===== src/rtl/addsub_pkg.sv =====
// Shared types for the addsub operand loader.
// State encoding and operand width.
package addsub_pkg;

  localparam int OPW = 2;

  typedef enum logic [1:0] {
    WAIT_A = 2'b00,
    WAIT_B = 2'b01,
    READY  = 2'b10
  } state_t;

endpackage


===== src/rtl/btn_debounce.sv =====
// Button conditioner: 2-flop sync, debounce, rising-edge press pulse.
// Ports: clk, rst_n, btn_raw in; level (accepted), press (1-cycle) out.
module btn_debounce #(
  parameter int DEBOUNCE_CYCLES = 100000
) (
  input  logic clk,
  input  logic rst_n,
  input  logic btn_raw,
  output logic level,
  output logic press
);

  localparam int CW = $clog2(DEBOUNCE_CYCLES + 1);

  logic          s1;
  logic          s2;
  logic          acc;
  logic          prev;
  logic [CW-1:0] cnt;

  // Toggle on the Nth consecutive differing sample; any agreeing
  // sample restarts the run.
  always_ff @(posedge clk or negedge rst_n) begin
    if (!rst_n) begin
      s1   <= 1'b0;
      s2   <= 1'b0;
      acc  <= 1'b0;
      prev <= 1'b0;
      cnt  <= '0;
    end else begin
      s1   <= btn_raw;
      s2   <= s1;
      prev <= acc;
      if (s2 != acc) begin
        if (cnt == CW'(DEBOUNCE_CYCLES - 1)) begin
          acc <= ~acc;
          cnt <= '0;
        end else begin
          cnt <= cnt + 1'b1;
        end
      end else begin
        cnt <= '0;
      end
    end
  end

  assign level = acc;
  assign press = acc & ~prev;

endmodule


===== src/rtl/addsub_operand_loader.sv =====
// Sequences operand entry A then B from switches and two buttons.
// Ports: clk, rst_n, sw[1:0], btn_load, btn_clr in; a1,a0,b1,b0, operands_valid, state_led[1:0] out.
module addsub_operand_loader
  import addsub_pkg::*;
#(
  parameter int DEBOUNCE_CYCLES = 100000
) (
  input  logic       clk,
  input  logic       rst_n,
  input  logic [1:0] sw,
  input  logic       btn_load,
  input  logic       btn_clr,
  output logic       a1,
  output logic       a0,
  output logic       b1,
  output logic       b0,
  output logic       operands_valid,
  output logic [1:0] state_led
);

  logic [OPW-1:0] sw_m;
  logic [OPW-1:0] sw_s;
  logic [OPW-1:0] a_q;
  logic [OPW-1:0] b_q;
  state_t         state;
  state_t         state_nx;
  logic           ld_p;
  logic           clr_p;
  logic           ld_unused;
  logic           clr_unused;
  logic           ld_a;
  logic           ld_b;
  logic           legal;

  always_ff @(posedge clk or negedge rst_n) begin
    if (!rst_n) begin
      sw_m <= '0;
      sw_s <= '0;
    end else begin
      sw_m <= sw;
      sw_s <= sw_m;
    end
  end

  btn_debounce #(
    .DEBOUNCE_CYCLES(DEBOUNCE_CYCLES)
  ) u_ld (
    .clk    (clk),
    .rst_n  (rst_n),
    .btn_raw(btn_load),
    .level  (ld_unused),
    .press  (ld_p)
  );

  btn_debounce #(
    .DEBOUNCE_CYCLES(DEBOUNCE_CYCLES)
  ) u_clr (
    .clk    (clk),
    .rst_n  (rst_n),
    .btn_raw(btn_clr),
    .level  (clr_unused),
    .press  (clr_p)
  );

  // Clear masks load so the decode below stays one-hot.
  assign legal = (state == WAIT_A) || (state == WAIT_B) || (state == READY);
  assign ld_a  = ld_p & ~clr_p & ((state == WAIT_A) || (state == READY));
  assign ld_b  = ld_p & ~clr_p & (state == WAIT_B);

  always_ff @(posedge clk or negedge rst_n) begin
    if (!rst_n) state <= WAIT_A;
    else        state <= state_nx;
  end

  always_comb begin
    state_nx = state;
    unique case (1'b1)
      clr_p:   state_nx = WAIT_A;
      ld_a:    state_nx = WAIT_B;
      ld_b:    state_nx = READY;
      default: state_nx = legal ? state : WAIT_A;
    endcase
  end

  always_ff @(posedge clk or negedge rst_n) begin
    if (!rst_n) begin
      a_q <= '0;
      b_q <= '0;
    end else begin
      unique case (1'b1)
        clr_p: begin
          a_q <= '0;
          b_q <= '0;
        end
        ld_a:    a_q <= sw_s;
        ld_b:    b_q <= sw_s;
        default: ;
      endcase
    end
  end

  always_comb begin
    operands_valid = (state == READY);
    state_led      = state;
    {a1, a0}       = a_q;
    {b1, b0}       = b_q;
  end

endmodule


===== config.mk =====
export PLATFORM = sky130hd
export DESIGN_NAME = addsub_operand_loader
export DESIGN_NICKNAME = d
export VERILOG_FILES = /design/src/rtl/addsub_pkg.sv /design/src/rtl/btn_debounce.sv /design/src/rtl/addsub_operand_loader.sv
export SDC_FILE = /design/constraint.sdc
export NUM_CORES = 1
export LEC_CHECK = 0
export ABC_CLOCK_PERIOD_IN_PS = 2400
export CAP_MARGIN = 20
export CORE_MARGIN = 1.5
export CORE_UTILIZATION = 60
export CTS_CLUSTER_DIAMETER = 80
export DETAILED_ROUTE_END_ITERATION = 10
export DONT_BUFFER_PORTS = 1
export GPL_TIMING_DRIVEN = 1
export PLACE_DENSITY = 0.76
export SLEW_MARGIN = 10
export SYNTH_ARGS = -nofsm -noshare
export SYNTH_HDL_FRONTEND = slang
export SYNTH_SLANG_ARGS = --single-unit

===== constraint.sdc =====
create_clock -name clk -period 2.4 [get_ports clk]
set_input_delay 0.48 -clock clk [delete_from_list [all_inputs] [get_ports clk]]
set_output_delay 0.48 -clock clk [all_outputs]
set_load 0.02 [all_outputs]

==> impl_metrics.env <==
export IMPL_vdd_ir_drop_max_uv=435
export IMPL_finalNetCount=225
export IMPL_antenna_cells=0
export IMPL_critPathTopFamily="simple AND/OR/NAND/NOR gates"
export IMPL_synth_top_area_share_pct=56.8
export IMPL_synth_seq_cells=52
export IMPL_die_x_um=64.8
export IMPL_hpwl_um=2890
export IMPL_crit_arrival_ns=2.09
export IMPL_synth_mux_area_share_pct=1.86
export IMPL_crit_path_top_delay_cell="a41o_1"
export IMPL_utilization_pct=67.1
export IMPL_tightestPinTransition_ns=0.549
export IMPL_synthAdderAreaFrac_pct=1.09
export IMPL_start_util_pct=62.6
export IMPL_die_h_um=64.8
export IMPL_setup_viol=0
export IMPL_grt_use_total_pct=22.5
export IMPL_ant_nets=0
export IMPL_clockRootBuffer="clkbuf_8"
export IMPL_p_per_area_mw_per_mm2=593
export IMPL_cts_tree="built"
export IMPL_slew_viol_final=0
export IMPL_synth_area_top_cells="dfrtp_1 (57%), xnor2_1 (6.9%), nor2_1 (6.1%), xor2_1 (3.8%), nand4_1 (2.7%)"
export IMPL_drive_above_1_share_pct=6.42
export IMPL_p_leak_uw=0.00103
export IMPL_r2r_end="u_ld.cnt[13]"
export IMPL_fin_skew_ns=0.00487
export IMPL_synth_simple_area_share_pct=24.1
export IMPL_syn_area_per_cell_um2=10.8
export IMPL_ys_warn_count=0
export IMPL_finalWirelength_um=4140
export IMPL_synth_flop_cell="dfrtp_1"
export IMPL_synthXorXnorAreaFrac_pct=10.7
export IMPL_viasPerCell=5.84
export IMPL_route_detailed_drc=0
export IMPL_grt_pass1_vias=1550
export IMPL_setup_tns_final_ns=0
export IMPL_yosysSeqAreaShare_pct=56.8
export IMPL_wl_per_cell_um=15.6
export IMPL_min_period_ns=1.91
export IMPL_clk_insertion_delay_late_ns=0.31
export IMPL_gp_congestion=0.820
export IMPL_dr_pass1_iters=4
export IMPL_clk_pin_slew_ns=0.09
export IMPL_rr_worst_depth=4
export IMPL_relSlewSlack_pct=63.4
export IMPL_start_kind="flop"
export IMPL_area_growth_pct=7.21
export IMPL_grt_overflow_total=0
export IMPL_postPlaceCellArea_mm2=0.00233
export IMPL_synth_edf_count=0
export IMPL_syn_cell_area_mm2=0.00229
export IMPL_cp_required_ns=2.57
export IMPL_coreArea_mm2=0.00366
export IMPL_cts_resized_gates=0
export IMPL_ios=13
export IMPL_slowest_delay_ns=0.60
export IMPL_cap_violations=0
export IMPL_yosysUniqueCellTypes=32
export IMPL_clock_sinks=52
export IMPL_grt_pass1_wl_um=7190
export IMPL_rsz0062_at_grt="false"
export IMPL_yosysTopAreaCell="dfrtp_1"
export IMPL_cts_buffer_depth=2
export IMPL_fin_crit_sh_pct=79.8
export IMPL_fmax_mhz=522
export IMPL_drtIter0Drc=84
export IMPL_cts_buffers=5
export IMPL_regToRegSetupSlack_ns=0.49
export IMPL_path_class="reg2reg"
export IMPL_synth_common_cells="dfrtp_1 (52), nor2_1 (37), xnor2_1 (18), nand2_1 (12)"
export IMPL_synthArstFlopShare_pct=100
export IMPL_synth_fp_nets=221
export IMPL_portBuffers=0
export IMPL_h_tree_depth=2
export IMPL_die_area_mm2=0.00420
export IMPL_hold_path_class="in2async"
export IMPL_row_count=22
export IMPL_crit_buf_inv=0
export IMPL_r2r_start="u_ld.cnt[5]"
export IMPL_synth_top_family_by_area="simple AND/OR/NAND/NOR gates"
export IMPL_cp_end_kind="flop"
export IMPL_antenna_found_initial=0
export IMPL_grt_start_max_net_pins=53
export IMPL_yosysMostFrequentCell="dfrtp_1"
export IMPL_design_area_mm2=0.00246
export IMPL_cp_cell_sequence="nand4bb_1 > nor4_1 > a41o_1 > nor2_1"
export IMPL_status="finished, final reports clean"
export IMPL_whs_ns=0.00890
export IMPL_syn_inst=213
export IMPL_worst_path_max_fanout=17
export IMPL_vias=1554
export IMPL_synth_compound_area_share_pct=4.15
export IMPL_hold_violations=0
-- how the worst max path moves through the flow --
stage	from	end	slack [ns]	cells after the start
after floorplan	u_ld.cnt[0]	u_ld.cnt[10]	0.74	7
after global placement	u_ld.cnt[5]	u_ld.cnt[12]	0.56	4
after detailed placement	u_ld.cnt[5]	u_ld.cnt[13]	0.52	4
after CTS	u_ld.cnt[5]	u_ld.cnt[13]	0.50	4
after global routing	u_ld.cnt[5]	u_ld.cnt[14]	0.33	4
final	u_ld.cnt[5]	u_ld.cnt[13]	0.49	4
-- cells in the final DEF, fill, tap and decap left out, types with 2 or more instances in the layout --
cell | netlist | routed
mux2i_1 | 2 | 2
nor2b_1 | 4 | 4
clkbuf_8 | 0 | 5
xor2_1 | 10 | 10
and4_1 | 4 | 4
o31ai_1 | 2 | 2
dfrtp_1 | 52 | 52
nand3_1 | 9 | 9
a41o_1 | 2 | 2
nor4_1 | 7 | 7
nor3_1 | 8 | 8
o21ai_0 | 4 | 4
or3_1 | 2 | 2
ha_1 | 2 | 2
xnor2_1 | 18 | 18
a21oi_1 | 8 | 8
nor2_1 | 37 | 37
nand4bb_1 | 2 | 2
nand4_1 | 10 | 10
inv_1 | 3 | 3
or4_1 | 2 | 2
nand2_1 | 12 | 12
-- kinds of logic after synthesis --
logic type                 count (synthesis)
xor gates and xnor gates                  28
adders and majority gates                  2
buffers and inverters                      7
muxes                                      4
AOI/OAI and AO/OA                         16
and+or+nand+nor                          104
DFF                                       52
-- power breakdown --
group	total, µW	switching [µW]	internal (µW)
Sequential	903	12.8	890
Clock	503	289	214
Combinational	51.1	35.7	15.3
-- worst register-to-register path, stage by stage (launching register included) --
cell       delay (ns)
dfrtp_1          0.48
nand4bb_1        0.21
nor4_1           0.37
a41o_1           0.60
nor2_1           0.12
-- sequential cells by signal (all words and copies together) (netlist names) --
signal	count
u_clr.cnt	17
u_ld.cnt	17
a_q	2
b_q	2
state_led	2
sw_m	2
sw_s	2
u_clr.level	1
u_clr.prev	1
u_clr.s1	1
u_clr.s2	1
u_ld.level	1
u_ld.prev	1
u_ld.s1	1
u_ld.s2	1
-- routing by layer --
layer / global-route usage [%] / part of all wire, % / up-vias
li1: - / - / 750
met1: 28.0 / 43 / 776
met2: 38.9 / 53 / 20
met3: 3.82 / 2.0 / 8
met4: 9.31 / 1.7 / 0
met5: 0 / 0 / -
-- what timing repair did --
item / CTS / global route
endpoints found under the hold margin: 52 / 0
hold buffers: 1 / 0
setup buffers: 0 / 0
-- through the flow --
| stage | std cells | total power (µW) | worst slack (ns) |
|---|---|---|---|
| 2_1_floorplan | 213 | 944 | 0.736 |
| 3_3_place_gp | 257 | 948 | 0.558 |
| 3_5_place_dp | 257 | 951 | 0.523 |
| 4_1_cts | 266 | 1480 | 0.505 |
| 5_1_grt | 266 | 1520 | 0.334 |
| 6_report | 266 | 1460 | 0.485 |
-- area by class of cell --
| type | count | area (µm²) |
|---|---|---|
| fillers | 260 | 1200 |
| well taps | 48 | 60.1 |
| flip-flops and latches | 52 | 1300 |
| clock inverters | 3 | 27.5 |
| inverters | 3 | 11.3 |
| multi-input cells | 154 | 961 |
| clock buffers | 5 | 68.8 |
| repair buffers | 1 | 27.5 |
No activity file was read; power rests on OpenSTA's default activity.
